===== config.mk =====
export PLATFORM = sky130hd
export DESIGN_NAME = conv_sched
export DESIGN_NICKNAME = d
export VERILOG_FILES = /design/src/rtl/conv_sched.sv
export SDC_FILE = /design/constraint.sdc
export NUM_CORES = 1
export LEC_CHECK = 0
export ABC_AREA = 1
export CORE_AREA = 8 8 113 115
export DETAILED_ROUTE_END_ITERATION = 10
export DIE_AREA = 0 0 121 123
export PLACE_DENSITY = 0.87
export SLEW_MARGIN = 20
export SYNTH_ARGS = -nofsm -noshare
export SYNTH_HDL_FRONTEND = slang
export SYNTH_SLANG_ARGS = --single-unit

===== constraint.sdc =====
create_clock -name clk -period 3.1 [get_ports clk]
set_input_delay 0.775 -clock clk [delete_from_list [all_inputs] [get_ports clk]]
set_output_delay 0.775 -clock clk [all_outputs]
set_load 0.1 [all_outputs]

===== src/rtl/conv_sched.sv =====
// Phase sequencer for one convolution job: runs im2col, then the systolic array,
// handing the single scratchpad port to whichever engine owns the current phase.
module conv_sched #(
    parameter int DATA_WIDTH = 8,
    parameter int ADDR_WIDTH = 32,
    parameter int TIMEOUT    = 4096,
    parameter int CNT_WIDTH  = 32
) (
    input  logic                  clk,
    input  logic                  rst_n,
    input  logic                  start,
    output logic                  busy,
    output logic                  done,
    output logic                  err,
    output logic [CNT_WIDTH-1:0]  cycle_cnt,
    output logic                  rst_im2col,
    input  logic                  im2col_done,
    input  logic [ADDR_WIDTH-1:0] im_addr_rd,
    input  logic [ADDR_WIDTH-1:0] im_addr_wr,
    input  logic [DATA_WIDTH-1:0] im_data_wr,
    input  logic                  im_wr_en,
    output logic                  sa_start,
    input  logic                  sa_done,
    input  logic [ADDR_WIDTH-1:0] sa_addr_rd,
    input  logic [ADDR_WIDTH-1:0] sa_addr_wr,
    input  logic [DATA_WIDTH-1:0] sa_data_wr,
    input  logic                  sa_wr_en,
    output logic [ADDR_WIDTH-1:0] mem_addr_rd,
    output logic [ADDR_WIDTH-1:0] mem_addr_wr,
    output logic [DATA_WIDTH-1:0] mem_data_wr,
    output logic                  mem_wr_en,
    input  logic [DATA_WIDTH-1:0] mem_data_rd,
    output logic [DATA_WIDTH-1:0] im_data_rd,
    output logic [DATA_WIDTH-1:0] sa_data_rd
);

    localparam int                PTMR_W    = $clog2(TIMEOUT);
    localparam logic [PTMR_W-1:0] PTMR_LAST = PTMR_W'(TIMEOUT - 1);

    typedef enum logic [2:0] {
        S_IDLE,
        S_IM2COL,
        S_GAP,
        S_SA_RUN,
        S_DONE,
        S_ERR
    } state_e;

    state_e                state_q, state_d;
    logic [PTMR_W-1:0]     ptmr_q, ptmr_d;
    logic [CNT_WIDTH-1:0]  cnt_q, cnt_d;
    logic                  busy_q, busy_d;
    logic                  done_q, done_d;
    logic                  err_q, err_d;
    logic                  rst_im2col_q, rst_im2col_d;
    logic                  sa_start_q, sa_start_d;

    // NOTE: every sequential element uses <= so all registers sample pre-edge values together.
    always_ff @(posedge clk or negedge rst_n) begin
        if (!rst_n) begin
            state_q      <= S_IDLE;
            ptmr_q       <= '0;
            cnt_q        <= '0;
            busy_q       <= 1'b0;
            done_q       <= 1'b0;
            err_q        <= 1'b0;
            rst_im2col_q <= 1'b1;
            sa_start_q   <= 1'b0;
        end else begin
            state_q      <= state_d;
            ptmr_q       <= ptmr_d;
            cnt_q        <= cnt_d;
            busy_q       <= busy_d;
            done_q       <= done_d;
            err_q        <= err_d;
            rst_im2col_q <= rst_im2col_d;
            sa_start_q   <= sa_start_d;
        end
    end

    // NOTE: each comb block assigns a default first so no path can infer a latch.
    always_comb begin
        state_d = state_q;
        unique case (state_q)
            S_IDLE:   if (start) state_d = S_IM2COL;
            // The im2col done flag can be stale on the first cycle, so ptmr==0 is skipped.
            S_IM2COL: begin
                if (im2col_done && (ptmr_q != '0)) state_d = S_GAP;
                else if (ptmr_q == PTMR_LAST)      state_d = S_ERR;
            end
            S_GAP:    state_d = S_SA_RUN;
            S_SA_RUN: begin
                if (sa_done)                  state_d = S_DONE;
                else if (ptmr_q == PTMR_LAST) state_d = S_ERR;
            end
            S_DONE:   state_d = S_IDLE;
            S_ERR:    if (start) state_d = S_IM2COL;
            default:  state_d = S_IDLE;
        endcase
    end

    always_comb begin
        ptmr_d = ptmr_q;
        if (state_d != state_q)
            ptmr_d = '0;
        else if ((state_q == S_IM2COL) || (state_q == S_SA_RUN))
            ptmr_d = ptmr_q + PTMR_W'(1);
    end

    always_comb begin
        cnt_d = cnt_q;
        if (((state_q == S_IDLE) || (state_q == S_ERR)) && (state_d == S_IM2COL))
            cnt_d = '0;
        else if (busy_q && !(&cnt_q))
            cnt_d = cnt_q + CNT_WIDTH'(1);
    end

    // Control outputs are decoded from the next state so they line up with the registered state.
    always_comb begin
        busy_d       = (state_d == S_IM2COL) || (state_d == S_GAP) ||
                       (state_d == S_SA_RUN) || (state_d == S_DONE);
        done_d       = (state_d == S_DONE);
        err_d        = (state_d == S_ERR);
        sa_start_d   = (state_d == S_GAP);
        rst_im2col_d = (state_d != S_IM2COL);
    end

    always_comb begin
        mem_addr_rd = '0;
        mem_addr_wr = '0;
        mem_data_wr = '0;
        mem_wr_en   = 1'b0;
        case (state_q)
            S_IM2COL: begin
                mem_addr_rd = im_addr_rd;
                mem_addr_wr = im_addr_wr;
                mem_data_wr = im_data_wr;
                mem_wr_en   = im_wr_en;
            end
            S_SA_RUN: begin
                mem_addr_rd = sa_addr_rd;
                mem_addr_wr = sa_addr_wr;
                mem_data_wr = sa_data_wr;
                mem_wr_en   = sa_wr_en;
            end
            default: ;
        endcase
    end

    assign im_data_rd = mem_data_rd;
    assign sa_data_rd = mem_data_rd;

    assign busy       = busy_q;
    assign done       = done_q;
    assign err        = err_q;
    assign cycle_cnt  = cnt_q;
    assign rst_im2col = rst_im2col_q;
    assign sa_start   = sa_start_q;

endmodule


==> results.txt <==
* Number of antenna violations at the first check in global routing: 14
- Total negative setup slack: 0 ps
- Timing would allow up to 353 MHz.
* Largest net degree at the start of global routing: a little under 80
* Number of storage elements in the synthesis netlist: 52
- Cells fill 69.0% of the core in the end.
- Number of buffers added by the clock tree synthesis step: 5
* Leakage: between 3 and 4 nW
* Worst-skew pair later-pin latency: 300 ps
- Startpoint of the worst setup timing path: state_q[2]
* Initial standard-cell utilization of the core: between 30 and 40%
- Net Count, Synth: 768
* Max_cap viols: 0
- Capture point of the worst path: mem_addr_wr[0]
* Worst max-slew margin expressed relative to the limit: between 50% and 60%
* Clk slew on worst S/H paths: 70 ps
- Subtracting the final worst setup slack from the clock period gives 2830 ps.
* Register area share after synthesis: 30.6%
* Final net count: about 1000
- Chip height: 123 um
* Leading cell type in the layout, fill and taps excluded: clkdlybuf4s50_1
- Clock root buffer master: clkbuf_16
* Largest voltage drop on the vdd net: about 1.4 mV
- After detailed routing, the total wire length is 22600 um.
- Synth area leader: dfrtp_1
* CTS HTree Levels: 2
* Capturing element type of the critical path: output pin
- Final worst clock skew: about 11 ps
- The final critical path takes up between 90% and 100% of the cycle.
- WL per Instance: 22.9 um
- Area of the core: 11100 um2
* Post-CTS setup repair buffer count: 0
- Post-Syn Instances: between 600 and 700
* Cell area power density: 1410 nW/um2
- The worst hold path belongs to the class in -> async.
- At the end of routability-driven placement, the weighted congestion stood at 0.979.
- The area growth from synthesis to layout is 79.3%.
- Data on the critical path arrives at its endpoint at between 2000 and 2500 ps.
- Number of primary I/O pins: 285
* Highest-count cells in the layout ignoring fill and taps: clkdlybuf4s50_1 (149), nand2_1 (138), inv_1 (79)
* Area fraction of the dominant cell type after synthesis: 29.9%
- The worst register-to-register path has a setup slack of 920 ps.
- The detailed router placed 5180 vias in this run.
- CTS sink cnt: 52
* Tot Pwr: 10.8 mW
- For this block, the initial DRC count from the detailed router was a little over 500.
* GRT Resource Usage Total: 29.2%
- Global-route wire length before repair: 31600 um
- Post-CTS Resized: 0
- Yosys printed 0 warnings.
- Area contributors post-synth: dfrtp_1 (30%), a22o_1 (15%), nand2_1 (12%), inv_1 (7.0%), nor2_1 (5.8%)
* WS Path Type: reg -> out
- For the pin with the worst max-slew slack, the measured transition is 657 ps.
- TritonCTS built the clock tree.
- # rows: 39
- In this run the critical register-to-register path is captured at cycle_cnt[14].
- The flow ran to the end, and the final reports show no timing, DRC or antenna violations.
- The detail route stage leaves a number of antenna-violating nets equal to 0.
- The number of global-route vias before repair came to 5053.
- In the routed design, unresolved DRC markers number 0.
- Placement Setup Slack: 493 ps
* Slew Viols, Final: 0
* HPWL after detailed placement: roughly 19000 um
- For this design, the CTS-stage hold fixing added 0 buffers.
* CTS max path bufs: 2
* Mapped Avg Cell Area: 7.03 um2
- DIE WIDTH: 121 um
- Hold timing on the final database bottoms out at a slack of approximately 590 ps.
* Hold violation total from the final report: 0
- Critical register-to-register path startpoint: cycle_cnt[0]
- For this run the aggregate overflow at the end of global routing stands at 0.
* Count of distinct cell types in the synthesized netlist: 38
- In the final layout, the share of cells above drive strength 1 is 21.8%.
- STA puts the critical path data required time at roughly 2300 ps.
- Min setup slack post-route: about 270 ps
* First-pass DRT Iterations: 5
* Final setup violating endpoints: 0
* Area enclosed by the die boundary: 14900 um2
- Routed vias/inst: 5.26
- Cell area after synthesis: 4260 um2
* Type of element launching the critical path: register
- The number of cells on the worst reg-to-reg path is 13.
- Count of fill cells added during filler insertion: 892
* Number of buffers added on ports: 260
- Largest driver fanout on the critical path: 75
- Unrepaired setup endpoints after global routing: no
-- per-layer routing --
layer	track usage, %	routed length, um	up-vias
met4	8.35	620	22
li1	-	-	2410
met3	15.8	3350	60
met2	46.0	10400	274
met5	0	137	-
met1	33.7	8080	2414
-- flip-flops by register name (all words and copies together), names as in the netlist --
name,flops
cycle_cnt,32
err,1
done,1
sa_start,1
rst_im2col,1
busy,1
ptmr_q,12
state_q,3
-- stage by stage --
step,area [um2],cells
CTS,7630,981
global placement,7480,973
detailed placement,7480,973
floorplan,4260,606
finish,7640,985
global route,7640,984
-- final cells by class --
type / count / area [um2] / share of cell area [%]
Antenna cell: 4 / 10.0 / 0.131
Clock buffer: 5 / 125 / 1.64
Clock inverter: 3 / 21.3 / 0.278
Inverter: 95 / 357 / 4.67
Multi-Input combinational cell: 418 / 2350 / 30.7
Sequential cell: 52 / 1300 / 17.0
Tap cell: 143 / 179 / 2.34
Timing Repair Buffer: 265 / 3300 / 43.2
-- worst min-delay path by stage --
stage | from | end | depth (start not counted)
floorplan | rst_n | busy | 0
global placement | cycle_cnt[7] | cycle_cnt[7] | 3
detailed placement | cycle_cnt[7] | cycle_cnt[7] | 3
CTS | cycle_cnt[7] | cycle_cnt[7] | 3
global route | cycle_cnt[7] | cycle_cnt[7] | 3
finish | rst_n | cycle_cnt[9] | 2
-- kinds of logic (layout without fill, tap and decap cells) --
family	after synthesis	count (layout)	share of synthesized area [%]
AND/OR/NAND/NOR	305	305	32.6
buffers and inverters	136	368	14.5
flip-flops	52	52	30.6
AO/OA/AOI/OAI	93	93	17.9
other	0	4	0
XOR/XNOR	17	17	3.49
adder cells (fa/ha/maj)	3	3	0.881
-- critical path: stages, from the launching register on --
cell	delay [ps]
dfrtp_1	480
nor2_2	180
inv_2	80
nor2_4	100
buf_12	280
a22o_1	350
buf_12	220
-- Yosys cell counts --
cell type	count
nor2_2	14
a21oi_1	2
nand2_1	138
or2_0	1
xor2_1	14
nor3_4	1
nor3_2	4
clkbuf_1	4
nor4_1	2
nand3_2	1
a22o_1	73
buf_4	16
o21bai_1	5
nand3b_4	1
nand3_1	40
nor2_4	1
nand4_1	6
xnor2_1	3
or2_2	2
a31oi_1	1
buf_8	1
o21ai_1	1
nand3b_1	4
o31ai_1	1
inv_2	16
nor2_1	66
dfstp_2	1
inv_1	79
buf_2	12
a21oi_2	2
buf_6	3
o22ai_1	1
nand2_2	15
buf_1	5
nor3_1	9
o21ai_0	7
dfrtp_1	51
ha_1	3
-- power by group --
| group | leakage, nW | switching, mW | internal [mW] |
|---|---|---|---|
| Clock | 0.0702 | 0.265 | 0.301 |
| Sequential | 0.709 | 0.0868 | 0.763 |
| Combinational | 2.84 | 6.36 | 3.00 |
| Total | 3.62 | 6.71 | 4.06 |
Note: power is estimated with default switching activity, not from simulation.
